**src/rtl/wb_arb_pkg.sv**
```systemverilog
// Shared constants and helpers for the writeback port arbiter.
// Source indices double as the writeback mux select encoding.
package wb_arb_pkg;

    localparam int NSRC = 3;

    localparam logic [1:0] SRC_ALU    = 2'b00;
    localparam logic [1:0] SRC_LOAD   = 2'b01;
    localparam logic [1:0] SRC_MULDIV = 2'b10;

    function automatic logic [1:0] grant_to_sel(input logic [NSRC-1:0] grant);
        logic [1:0] sel;
        case (grant)
            3'b010:  sel = SRC_LOAD;
            3'b100:  sel = SRC_MULDIV;
            default: sel = SRC_ALU;
        endcase
        return sel;
    endfunction

    // Isolates the lowest set bit, i.e. index 0 has the highest priority.
    function automatic logic [NSRC-1:0] fixed_priority(input logic [NSRC-1:0] valid);
        return valid & (~valid + 3'd1);
    endfunction

endpackage

```
**src/rtl/wb_arb_grant.sv**
```systemverilog
// Combinational one-hot grant for the writeback arbiter.
// WB_PORT_ARBITER_RR_EN selects round-robin from ptr_i; otherwise fixed ALU > LOAD > MULDIV.
module wb_arb_grant
    import wb_arb_pkg::*;
(
`ifdef WB_PORT_ARBITER_RR_EN
    input  logic [1:0]      ptr_i,
`endif
    input  logic [NSRC-1:0] valid_i,
    output logic [NSRC-1:0] grant_o
);

`ifdef WB_PORT_ARBITER_RR_EN
    logic [NSRC-1:0]   valid_rot;
    logic [NSRC-1:0]   grant_rot;
    logic [2*NSRC-1:0] grant_dbl;

    // Rotate so the pointer source sits at bit 0, pick lowest, rotate back.
    always_comb begin
        valid_rot = NSRC'({valid_i, valid_i} >> ptr_i);
        grant_rot = fixed_priority(valid_rot);
        grant_dbl = {{NSRC{1'b0}}, grant_rot} << ptr_i;
        grant_o   = grant_dbl[NSRC-1:0] | grant_dbl[2*NSRC-1:NSRC];
    end
`else
    always_comb begin
        grant_o = fixed_priority(valid_i);
    end
`endif

endmodule

```
**src/rtl/wb_port_arbiter.sv**
```systemverilog
// Arbitrates the single register-file write port between ALU, LOAD and MULDIV.
// Build option WB_PORT_ARBITER_RR_EN enables round-robin; default is fixed priority.
module wb_port_arbiter
    import wb_arb_pkg::grant_to_sel;
    import wb_arb_pkg::SRC_ALU;
    import wb_arb_pkg::SRC_MULDIV;
#(
    parameter int XLEN = 32,
    parameter int NSRC = 3
) (
    input  logic                 clk,
    input  logic                 rst_n,
    input  logic [NSRC-1:0]      req_valid,
    input  logic [NSRC*5-1:0]    req_rd,
    input  logic [NSRC*XLEN-1:0] req_data,
    output logic [NSRC-1:0]      req_ready,
    output logic                 wb_en,
    output logic [4:0]           wb_rd,
    output logic [XLEN-1:0]      wb_data,
    output logic [1:0]           wb_sel,
    input  logic                 flush
);

    logic [NSRC-1:0] grant;
    logic            xfer;
    logic [1:0]      sel_idx;
    logic [4:0]      sel_rd;
    logic [XLEN-1:0] sel_data;

    logic            wb_en_q,   wb_en_d;
    logic [4:0]      wb_rd_q,   wb_rd_d;
    logic [XLEN-1:0] wb_data_q, wb_data_d;
    logic [1:0]      wb_sel_q,  wb_sel_d;

`ifdef WB_PORT_ARBITER_RR_EN
    logic [1:0]      ptr_q, ptr_d;

    wb_arb_grant u_grant (
        .ptr_i   (ptr_q),
        .valid_i (req_valid),
        .grant_o (grant)
    );
`else
    wb_arb_grant u_grant (
        .valid_i (req_valid),
        .grant_o (grant)
    );
`endif

    // Reset and flush suppress the grant so no source is released.
    always_comb begin
        req_ready = (rst_n && !flush) ? grant : '0;
        xfer      = |req_ready;
        sel_idx   = grant_to_sel(req_ready);
        sel_rd    = '0;
        sel_data  = '0;
        for (int i = 0; i < NSRC; i++) begin
            if (req_ready[i]) begin
                sel_rd   = sel_rd | req_rd[i*5 +: 5];
                sel_data = sel_data | req_data[i*XLEN +: XLEN];
            end
        end
    end

    // x0 destinations are accepted but never enable the write.
    always_comb begin
        wb_en_d   = xfer && (sel_rd != 5'd0);
        wb_rd_d   = xfer ? sel_rd   : wb_rd_q;
        wb_data_d = xfer ? sel_data : wb_data_q;
        wb_sel_d  = xfer ? sel_idx  : wb_sel_q;
`ifdef WB_PORT_ARBITER_RR_EN
        ptr_d = ptr_q;
        if (xfer) begin
            ptr_d = (sel_idx == SRC_MULDIV) ? SRC_ALU : sel_idx + 2'd1;
        end
`endif
    end

    always_ff @(posedge clk) begin
        if (!rst_n) begin
            wb_en_q   <= 1'b0;
            wb_rd_q   <= '0;
            wb_data_q <= '0;
            wb_sel_q  <= SRC_ALU;
`ifdef WB_PORT_ARBITER_RR_EN
            ptr_q     <= SRC_ALU;
`endif
        end else begin
            wb_en_q   <= wb_en_d;
            wb_rd_q   <= wb_rd_d;
            wb_data_q <= wb_data_d;
            wb_sel_q  <= wb_sel_d;
`ifdef WB_PORT_ARBITER_RR_EN
            ptr_q     <= ptr_d;
`endif
        end
    end

    assign wb_en   = wb_en_q;
    assign wb_rd   = wb_rd_q;
    assign wb_data = wb_data_q;
    assign wb_sel  = wb_sel_q;

endmodule

```
**config.mk**
```make
export PLATFORM = sky130hd
export DESIGN_NAME = wb_port_arbiter
export DESIGN_NICKNAME = d
export VERILOG_FILES = /design/src/rtl/wb_arb_pkg.sv /design/src/rtl/wb_arb_grant.sv /design/src/rtl/wb_port_arbiter.sv
export SDC_FILE = /design/constraint.sdc
export NUM_CORES = 1
export LEC_CHECK = 0
export ABC_AREA = 0
export BUFFER_PORTS_ARGS = -buffer_cell sky130_fd_sc_hd__clkbuf_2
export CORE_ASPECT_RATIO = 0.6
export CORE_UTILIZATION = 40
export CTS_CLUSTER_DIAMETER = 80
export DETAILED_ROUTE_END_ITERATION = 16
export GPL_TIMING_DRIVEN = 0
export PLACE_DENSITY = 0.85
export SLEW_MARGIN = 20
export SYNTH_ARGS = -nofsm -noshare
export SYNTH_HDL_FRONTEND = slang
export SYNTH_SLANG_ARGS = --single-unit
```
**constraint.sdc**
```tcl
create_clock -name clk -period 2.75 [get_ports clk]
set_input_delay 0.55 -clock clk [delete_from_list [all_inputs] [get_ports clk]]
set_output_delay 0.55 -clock clk [all_outputs]
set_load 0.005 [all_outputs]
```
## Word-level counts from Yosys, hierarchy flattened

Cells that the tools add are included.

- Register bits: 40
- Output and inout bits: 43
- Word-level logic and storage cells: 26

- Add/subtract/negate cells: 1
- Equality and inequality tests: 2
- Muxes and demuxes: 8
- Bitwise logic cells: 6
- Reductions and logical operators: 5

Operator list:

| operator | number |
|---|---|
| $mux W32 | 3 |
| $or A32 B32 Y32 | 2 |
| $mux W5 | 3 |
| $or A5 B5 Y5 | 2 |
| $reduce_bool A5 Y1 | 1 |
| $pmux W2 S2 | 1 |
| $add A3 B1 Y3 const B | 1 |
| $and A3 B3 Y3 | 1 |
| $eq A3 B2 Y1 const B | 1 |
| $eq A3 B3 Y1 const B | 1 |
| $mux W3 | 1 |
| $not A3 Y3 | 1 |
| $reduce_or A3 Y1 | 1 |
| $logic_and A1 B1 Y1 | 2 |
| $logic_not A1 Y1 | 1 |

## Depth between registers and ports, before layout

Gate-level depths: netlist of the first run.

- Depth in word-level cells: 11
- Mapped depth: 6
- Mapped depth without buffers: 5

## Cells and area by module

A second synthesis of the first run with hierarchy kept.

- Cells, all modules: 237
- Area total of the unflattened synthesis: 2064.5 um2

Modules (own cells, without submodules):

| module | instances | cells each | area an instance (um2) | sequential area each (um2) |
|---|---|---|---|---|
| wb_port_arbiter | 1 | 234 | 2038.2 | 800.8 |
| wb_arb_grant | 1 | 3 | 26.3 | 0.0 |

## Worst setup path before layout of the first run

No wires, ideal clock.

- Path type: input to register
- Start: input rst_n
- End: register wb_en_q (netlist: wb_en)
- Setup time: 0.139 ns
- Data arrival time: 1.537 ns
- Path slack: 1.074 ns
- Stages: 6
- Cells stage by stage: nor2b_4 -> and2_4 -> buf_6 -> a222oi_1 -> and3_1 -> nand3_1

- Longest elaborated chain between the ends: 9
- Elaborated cells on any way between the ends: 10
- Those cells by class: mux (4); bitwise (2); reduce/logical (4)

RTL lines:

| element | line | text |
|---|---|---|
| start: declaration | wb_port_arbiter.sv:12 | `input logic rst_n,` |
| $logic_and A1 B1 Y1 | wb_port_arbiter.sv:52 | `req_ready = (rst_n && !flush) ? grant : '0;` |
| $mux W3 | wb_port_arbiter.sv:52 |  |
| $mux W5 | wb_port_arbiter.sv:58 | `if (req_ready[i]) begin` |
| $or A5 B5 Y5 | wb_port_arbiter.sv:59 | `sel_rd = sel_rd \| req_rd[i*5 +: 5];` |
| $mux W5 | wb_port_arbiter.sv:58 |  |
| $or A5 B5 Y5 | wb_port_arbiter.sv:59 |  |
| $mux W5 | wb_port_arbiter.sv:58 |  |
| $reduce_bool A5 Y1 | wb_port_arbiter.sv:67 | `wb_en_d = xfer && (sel_rd != 5'd0);` |
| $logic_and A1 B1 Y1 | wb_port_arbiter.sv:67 |  |
| end signal: assignment | wb_port_arbiter.sv:89 | `wb_en_q <= wb_en_d;` |
| end: declaration | wb_port_arbiter.sv:30 | `logic wb_en_q, wb_en_d;` |

Several ways; a longest one is shown, not always the timed one.
A chain may end at the register's enable or synchronous reset.

## Final worst setup path of the first run

- Start: input rst_n
- End: output req_ready[1]

- Longest elaborated chain between the ends: 2

RTL lines:

| element | line | text |
|---|---|---|
| $logic_and A1 B1 Y1 | wb_port_arbiter.sv:52 |  |
| $mux W3 | wb_port_arbiter.sv:52 |  |
| end: declaration | wb_port_arbiter.sv:16 | `output logic [NSRC-1:0] req_ready,` |

Every way passes these cells.

==> reports/results.txt, run 1 <==
total cell area at the placement stage: 2645 um2
worst setup path start: rst_n
proportion of synthesized chip area in sequential cells: 45.13%
chip width: 87.98 um
fraction of final layout cells with drive strength greater than 1: 52.72%
antenna diode count: 0
end-of-flow core utilization: 65.29%
number of cells produced by synthesis: 182
Die Y: 53.59 um
number of core rows: 18
number of antenna violations at the first check in global routing: 0
global routing usage on met1: 29.43%
Avg WL per Cell: 13.72 um
largest net degree at the start of global routing: 12
global route overflow: 0
vias: 2148
endpoints failing hold: 0
clock-pin slew of the registers on the worst-case setup and hold paths: 70 ps
sinks on the clock net: 40
effective utilization at floorplan: 42.35%
worst-skew pair later-pin latency: 270 ps
pin slew with the least headroom to its limit: 462.5 ps
most frequent cells in the layout: clkbuf_2, dfxtp_1, a222oi_1, nand2_1, a21boi_0
DR vias/cell: 5.252
Static Leak: 1.359 nW
startpoint class of the critical path: input pin
Worst Hold Path EP: wb_data[15]
Routability Congestion: 0.8504
Inserted Clock Buffers: 5
CTS Hold Bufs: 0
post-cts gate resize count: 0
Req. time, crit path: 2200 ps
CTS H-Tree Depth: 2
relative max-transition margin: 69.16%
Post-Syn Area per Cell: 9.748 um2
post-route setup TNS: 0 ps
Routed Wire Length: 5613 um
total non-filler cell area in the finished layout: 2735 um2
root buffer cell: clkbuf_8
count of nets left with antenna violations after detail routing: 0
setup skew after layout: 0 ps
minimum clock period after layout: 2011 ps
global-route wire length before repair: 8452 um
buffer and inverter count on the worst path: 3
number of nets in the layout: 465
Final Slew Violations: 0
number of buffers between clock root and the deepest sink: 2
area added between synthesis and finish: 54.16%
Final Hold Slack: 451.5 ps
number of primary I/O pins: 160
Critical Path, Cell by Cell: clkbuf_2 > nor2b_4 > and3b_4 > buf_2 > clkbuf_2
CP delay by family, top: buffers and inverters
post-detail-place hpwl: 4467 um
fill count: 389
Critical R2R Launch: wb_sel[1]
library cells used by synthesis: 18
cell at the slowest stage of the critical path: and3b_4
Tcrit/Tclk final: 73.14%
1st-pass router iterations: 7
r2r endpoint: wb_sel[1]
global route hottest layer: met2
WP data arrival: 1460 ps
clock tree from TritonCTS: built
Buffers on Ports: 159
Yosys warning total: 0
vias in the first global route: 1913
kind of end point of the critical path: output pin
drc violations: 0
maximum vdd ir drop: 0.0002449 V
class of the most critical hold timing path: reg -> reg
Power Dens Cells: 454.3 nW/um2
Most Frequent Cell on Critical Path: clkbuf_2
flip-flop and latch count after synthesis: 40
Mapped Area: 1774 um2
status: completed
commonest non-fill, non-tap cell in the layout: clkbuf_2
combined area of the multi-input logic cells: 859.6 um2
CP max FO: 10
Starting DRT DRC Count: 189
number of cells on the worst reg-to-reg path: 2
worst setup path category: in -> out
met2 usage: 43.28%
total of max-cap violations: 0
hold_sp: wb_data[15]
count of final setup violators: 0
unrepaired setup endpoints after global routing: no
Post-CTS Setup Inserts: 0
sequential cell area: 800.8 um2
die area: 4714 um2
maximum single-stage delay on the critical path: 230 ps
Overall Global Routing Usage: 23.95%
Placeable Area: 4189 um2
total nets after synthesis: 299
maximum clock frequency: 497.2 MHz
Worst R2R Setup Slack: 2070 ps
number of stages on the worst hold path: 2
GR Layer Usage met3: 5.215%
==> tightest hold or removal path, stage by stage (launching register included) <==
cell and delay, ps:
dfxtp_1 310, nand2_1 50, a21boi_1 50
==> where the power goes <==
group	total [mW]	internal [mW]	switching, mW
Clock	0.389	0.205	0.184
Combinational	0.224	0.128	0.0963
Sequential	0.630	0.613	0.0166
==> sequential cells by signal, summed over array words and instances (netlist names) <==
signal   flops
wb_sel       2
wb_data     32
wb_rd        5
wb_en        1
==> cells by family (layout without fill, tap and decap cells) <==
kind of cell | after synthesis | count (layout) | synth area share [%]
AO/OA/AOI/OAI | 71 | 71 | 35.33
AND/OR/NAND/NOR | 51 | 51 | 13.12
flip-flops | 40 | 40 | 45.13
buffers and inverters | 20 | 187 | 6.418
==> stage by stage <==
stage	instances	power [mW]	setup slack (ps)
final	409	1.243	738.7
after global routing	409	1.316	688.7
after CTS	409	1.259	747.4
after detailed placement	401	0.8680	747.7
after global placement	401	0.8611	766.7
after floorplan	182	0.7285	1074
==> per-layer routing <==
| layer | up-vias | share of wire, % |
|---|---|---|
| li1 | 1057 | - |
| met1 | 989 | 43 |
| met2 | 98 | 48 |
| met3 | 4 | 7.7 |
| met4 | 0 | 0.69 |
| met5 | - | 0 |
==> final cells by class <==
class	instances	share of cell area [%]
multi-input combinational	122	31.43
sequential	40	29.28
timing repair buffer	159	29.09
buffer	20	4.163
clock buffer	8	3.294
tap	60	2.745
==> synth_stat cells <==
cell / instances / area share (%)
nor4b_1: 1 / 0.49
nor2b_4: 1 / 0.78
buf_4: 3 / 1.3
a222oi_1: 37 / 21
o31ai_1: 1 / 0.42
dfxtp_1: 40 / 45
nand3_1: 6 / 1.7
and3_1: 2 / 0.71
a31o_2: 1 / 0.49
a21boi_0: 20 / 8.5
buf_6: 2 / 1.3
and2_4: 1 / 0.49
nand2_1: 37 / 7.8
nor2_1: 2 / 0.42
clkbuf_1: 5 / 1.1
buf_2: 10 / 2.8
and3b_4: 1 / 0.71
a21boi_1: 12 / 5.1
==> how the worst max path moves through the flow <==
| stage | endpoint | slack (ps) | cells past startpoint |
|---|---|---|---|
| after floorplan | wb_en | 1070 | 6 |
| final | req_ready[1] | 740 | 5 |
| after global routing | req_ready[1] | 690 | 5 |
| after CTS | req_ready[1] | 750 | 5 |
| after global placement | req_ready[1] | 770 | 5 |
| after detailed placement | req_ready[1] | 750 | 5 |
(Power assumes the default switching activity.)
==> inputs of run 2 (changes only) <==
- CORE_UTILIZATION: 40 -> 37
- PLACE_DENSITY: 0.85 -> 0.8
- clock period: 2.75 -> 2 ns (I/O delays scaled with it)
==> run 2 against run 1 <==
Sequential power up 37%. Worst hold slack got worse by 110 ps. Via count is 0.23% higher. Setup slack worse by 440 ps. First-iteration DRC count is 5.3% lower. Cell count increased by 0.73%. Largest cell class unchanged. Largest power group unchanged. Highest routed layer unchanged.
==> reports/results.txt, run 2 (same netlist as run 1, synthesis figures left out) <==
status: completed (unchanged)
sinks on the clock net: 40 (unchanged)
CP max FO: 10 (unchanged)
Placeable Area: 4588 um2 (was 4189 um2)
class of the most critical hold timing path: in -> reg (was reg -> reg)
total non-filler cell area in the finished layout: 2756 um2 (was 2735 um2)
root buffer cell: clkbuf_8 (unchanged)
Tcrit/Tclk final: 85.25%
unrepaired setup endpoints after global routing: no (unchanged)
Critical R2R Launch: wb_sel[1] (unchanged)
Buffers on Ports: 159 (unchanged)
switching component of the power: 0.4251 mW (was 0.2969 mW)
maximum clock frequency: 586.5 MHz
clock network fraction of total power: 35.3% (was 31.3%)
post-detail-place hpwl: 4616 um (was 4467 um)
post-cts gate resize count: 0 (unchanged)
Routability Congestion: 0.7378 (was 0.8504)
commonest non-fill, non-tap cell in the layout: clkbuf_2 (unchanged)
pin slew with the least headroom to its limit: 432.7 ps (was 462.5 ps)
Net Sw Frac: 23.43% (was 23.90%)
number of antenna violations at the first check in global routing: 0 (unchanged)
Power Dens Cells: 658.2 nW/um2 (was 454.3 nW/um2)
chip width: 91.40 um (was 87.98 um)
vias: 2153 (was 2148)
Avg WL per Cell: 13.83 um (was 13.72 um)
clock tree from TritonCTS: built (unchanged)
most frequent cells in the layout: clkbuf_2, dfxtp_1, a222oi_1, nand2_1, a21boi_0 (unchanged)
Int Power: 1.389 mW (was 0.9456 mW)
die area: 5085 um2 (was 4714 um2)
Req. time, crit path: 1600 ps (was 2200 ps)
maximum vdd ir drop: 0.0004821 V (was 0.0002449 V)
number of stages on the worst hold path: 3 (was 2)
number of core rows: 19 (was 18)
worst setup path category: in -> out (unchanged)
number of nets in the layout: 465 (unchanged)
number of buffers between clock root and the deepest sink: 2 (unchanged)
part of the total power dissipated in sequential elements: 47.7% (was 50.7%)
worst-skew pair later-pin latency: 280 ps (was 270 ps)
antenna diode count: 0 (unchanged)
kind of end point of the critical path: output pin (unchanged)
Post-CTS Setup Inserts: 0 (unchanged)
Overall Global Routing Usage: 23.67% (was 23.95%)
CTS Hold Bufs: 0 (unchanged)
worst setup path start: rst_n (unchanged)
number of cells on the worst reg-to-reg path: 2 (unchanged)
DR vias/cell: 5.226 (was 5.252)
Static Leak: 1.368 nW (was 1.359 nW)
Final Slew Violations: 0 (unchanged)
count of final setup violators: 0 (unchanged)
total cell area at the placement stage: 2649 um2 (was 2645 um2)
Die Y: 55.64 um (was 53.59 um)
CTS H-Tree Depth: 2 (unchanged)
drc violations: 0 (unchanged)
flip-flop count of the largest register after layout: 32 (unchanged)
hold_sp: req_rd[13] (was wb_data[15])
startpoint class of the critical path: input pin (unchanged)
combinational share of power: 17.0% (was 18.0%)
Tot Pwr: 1.814 mW (was 1.243 mW)
1st-pass router iterations: 5 (was 7)
setup skew after layout: 0 ps (unchanged)
fraction of final layout cells with drive strength greater than 1: 53.01% (was 52.72%)
global route overflow: 0 (unchanged)
count of nets left with antenna violations after detail routing: 0 (unchanged)
number of primary I/O pins: 160 (unchanged)
clock-pin slew of the registers on the worst-case setup and hold paths: 80 ps (was 70 ps)
WP data arrival: 1300 ps (was 1460 ps)
Routed Wire Length: 5698 um (was 5613 um)
area added between synthesis and finish: 55.36% (was 54.16%)
Starting DRT DRC Count: 179 (was 189)
global-route wire length before repair: 9570 um (was 8452 um)
effective utilization at floorplan: 38.67% (was 42.35%)
number of placed instances, taps included: 404 (was 401)
largest net degree at the start of global routing: 13 (was 12)
post-route setup TNS: 0 ps (unchanged)
endpoints failing hold: 0 (unchanged)
vias in the first global route: 2149 (was 1913)
count of non-filler cells in the finished layout: 412 (was 409)
relative max-transition margin: 71.15% (was 69.16%)
Inserted Clock Buffers: 5 (unchanged)
Final Hold Slack: 341.2 ps (was 451.5 ps)
minimum clock period after layout: 1705 ps
total of max-cap violations: 0 (unchanged)
run 2: power groups by stage:
stage                     sequential [mW]  clock, mW  combinational [mW]
after global placement              0.882          0               0.303
after CTS                           0.866      0.665               0.312
after detailed placement            0.885          0               0.311
after floorplan                     0.888          0               0.114
after global routing                0.872      0.701               0.344
final                               0.865      0.641               0.308
run 2: final timing paths:
path / end / slack [ps]
setup / recovery: req_ready[1] / 300
hold / removal: wb_rd[3] / 340
setup reg to reg: wb_sel[1] / 1300
hold reg to reg: wb_data[20] / 450
run 2: routing by layer:
layer | global-route usage (%) | vias up | routed length, um
li1 | - | 1059 | -
met1 | 27.78 | 990 | 2398
met2 | 42.64 | 102 | 2767
met3 | 7.104 | 2 | 513
met4 | 5.442 | 0 | 18
met5 | 0 | - | 0
run 2: critical path: stages:
cell      delay, ps
clkbuf_2        120
nor2b_4         170
and3b_4         240
buf_2           230
clkbuf_2        150
run 2: layout make-up:
class / instances / area, um2
fillers: 447 / 1832
multi-input cells: 122 / 859.6
flip-flops and latches: 40 / 800.8
repair buffers: 159 / 795.8
plain buffers: 20 / 113.9
well taps: 63 / 78.83
clock buffers: 6 / 72.57
clock inverters: 2 / 35.03
run 2: stage by stage:
stage / util (%) / worst slack, ps
after global routing: 60.08 / 235.7
after global placement: 57.73 / 204.0
after CTS: 60.08 / 304.6
after floorplan: - / 474.4
final: 60.08 / 295.1
after detailed placement: 57.73 / 207.2
==> inputs of run 3 (changes only) <==
- BUFFER_PORTS_ARGS: -buffer_cell sky130_fd_sc_hd__clkbuf_2 -> unset
- CORE_UTILIZATION: 37 -> 55
- DONT_BUFFER_PORTS: unset -> 1
- PLACE_DENSITY: 0.8 -> 0.7
==> run 3 against run 2 <==
Power fell by 15%. Register-to-register slack got worse by 60 ps. Wire length fell by 17%. Clock skew unchanged. Combinational power shrank 55%.
==> reports/results.txt, run 3 (same netlist as run 1, synthesis figures left out) <==
fraction of final layout cells with drive strength greater than 1: 13.16% (was 53.01%)
clock-pin slew of the registers on the worst-case setup and hold paths: 70 ps (was 80 ps)
chip width: 75.33 um (was 91.40 um)
count of nets left with antenna violations after detail routing: 0 (unchanged)
endpoints failing hold: 0 (unchanged)
maximum vdd ir drop: 0.0005598 V (was 0.0004821 V)
CTS H-Tree Depth: 2 (unchanged)
Placeable Area: 2965 um2 (was 4588 um2)
clock network fraction of total power: 34.0% (was 35.3%)
Tcrit/Tclk final: 69.86% (was 85.25%)
die area: 3465 um2 (was 5085 um2)
unrepaired setup endpoints after global routing: no (unchanged)
number of buffers between clock root and the deepest sink: 2 (unchanged)
clock tree from TritonCTS: built (unchanged)
switching component of the power: 0.3523 mW (was 0.4251 mW)
setup skew after layout: 0 ps (unchanged)
flip-flop count of the largest register after layout: 32 (unchanged)
Int Power: 1.192 mW (was 1.389 mW)
Routed Wire Length: 4735 um (was 5698 um)
DR vias/cell: 6.879 (was 5.226)
Static Leak: 0.6810 nW (was 1.368 nW)
root buffer cell: clkbuf_8 (unchanged)
Post-CTS Setup Inserts: 0 (unchanged)
post-cts gate resize count: 0 (unchanged)
antenna diode count: 0 (unchanged)
Final Slew Violations: 0 (unchanged)
Net Sw Frac: 22.81% (was 23.43%)
WP data arrival: 1000 ps (was 1300 ps)
Overall Global Routing Usage: 24.98% (was 23.67%)
startpoint class of the critical path: input pin (unchanged)
worst setup path category: in -> out (unchanged)
number of primary I/O pins: 160 (unchanged)
Inserted Clock Buffers: 5 (unchanged)
drc violations: 0 (unchanged)
number of core rows: 15 (was 19)
class of the most critical hold timing path: in -> reg (unchanged)
maximum clock frequency: 715.8 MHz (was 586.5 MHz)
met3 WL: 341 um (was 513 um)
CTS Hold Bufs: 0 (unchanged)
number of cells on the worst reg-to-reg path: 2 (unchanged)
Starting DRT DRC Count: 175 (was 179)
Routability Congestion: 0.8234 (was 0.7378)
CP max FO: 10 (unchanged)
worst-case setup margin in the final layout: 602.9 ps (was 295.1 ps)
minimum clock period after layout: 1397 ps (was 1705 ps)
vias: 1596 (was 2153)
Tot Pwr: 1.545 mW (was 1.814 mW)
Met1 Routed Length: 1944 um (was 2398 um)
Req. time, crit path: 1600 ps (about the same)
Buffers on Ports: 0 (was 159)
1st-pass router iterations: 9 (was 5)
worst-skew pair later-pin latency: 270 ps (was 280 ps)
count of final setup violators: 0 (unchanged)
global-route wire length before repair: 6292 um (was 9570 um)
pre-CTS setup slack: 345.1 ps (was 207.2 ps)
total of max-cap violations: 0 (unchanged)
most frequent cells in the layout: dfxtp_1, a222oi_1, nand2_1, a21boi_0, a21boi_1 (was clkbuf_2, dfxtp_1, a222oi_1, nand2_1, a21boi_0)
number of nets in the layout: 306 (was 465)
commonest non-fill, non-tap cell in the layout: dfxtp_1 (was clkbuf_2)
Max Used Layer: met4 (unchanged)
end-of-flow core utilization: 64.64% (was 60.08%)
post-route setup TNS: 0 ps (unchanged)
Avg WL per Cell: 20.41 um (was 13.83 um)
area added between synthesis and finish: 8.040% (was 55.36%)
status: completed (unchanged)
number of antenna violations at the first check in global routing: 0 (unchanged)
combinational share of power: 9.0% (was 17.0%)
largest net degree at the start of global routing: 12 (was 13)
vias in the first global route: 1358 (was 2149)
met2 wire length: 2431 um (was 2767 um)
effective utilization at floorplan: 59.83% (was 38.67%)
global route overflow: 0 (unchanged)
part of the total power dissipated in sequential elements: 57.0% (was 47.7%)
Die Y: 46.00 um (was 55.64 um)
pin slew with the least headroom to its limit: 440.4 ps (was 432.7 ps)
post-detail-place hpwl: 3601 um (was 4616 um)
relative max-transition margin: 70.64% (was 71.15%)
sinks on the clock net: 40 (unchanged)
number of stages on the worst hold path: 2 (was 3)
kind of end point of the critical path: output pin (unchanged)
Power Dens Cells: 805.8 nW/um2 (was 658.2 nW/um2)
run 3: changes by cell type in the layout (fill, tap and decap cells not counted):
cell | before | now
clkbuf_1 | 6 | 7
clkbuf_8 | 5 | 6
clkinv_2 | 1 | 0
clkbuf_2 | 159 | 0
bufinv_16 | 1 | 0
run 3: routing by layer:
layer | global-route usage (%) | vias to the layer above
li1 | - | 743
met1 | 29.42 | 769
met2 | 44.11 | 82
met3 | 7.522 | 2
met4 | 8.148 | 0
met5 | 0 | -
run 3: path summary, 6_finish.rpt:
path	from	to	slack, ps
hold reg to reg	wb_data[20]	wb_data[20]	470
hold / removal	req_rd[12]	wb_rd[2]	270
setup / recovery	rst_n	req_ready[1]	600
setup reg to reg	wb_sel[1]	wb_sel[1]	1240
run 3: metrics by stage:
stage                     hold slack [ps]  area, um2  std cells
after detailed placement            464.9       1827        224
final                               274.5       1917        232
after floorplan                     450.3       1774        182
after CTS                           263.8       1917        232
after global routing                275.1       1917        232
after global placement              463.6       1827        224
run 3: cell type report:
cell class              count  area [um2]
fillers                   276        1049
multi-input cells         122       859.6
flip-flops and latches     40       800.8
plain buffers              20       113.9
clock buffers               8       90.09
well taps                  42       52.55
run 3: critical path, stage by stage:
cell and delay (ps):
nor2b_4 140, and3b_4 230, buf_2 220
run 3: power by group through the flow:
stage / Sequential, mW / Clock [mW] / Combinational (mW)
final: 0.880 / 0.525 / 0.140
after CTS: 0.880 / 0.539 / 0.139
after detailed placement: 0.898 / 0 / 0.139
after global routing: 0.883 / 0.580 / 0.157
after floorplan: 0.888 / 0 / 0.114
after global placement: 0.897 / 0 / 0.132
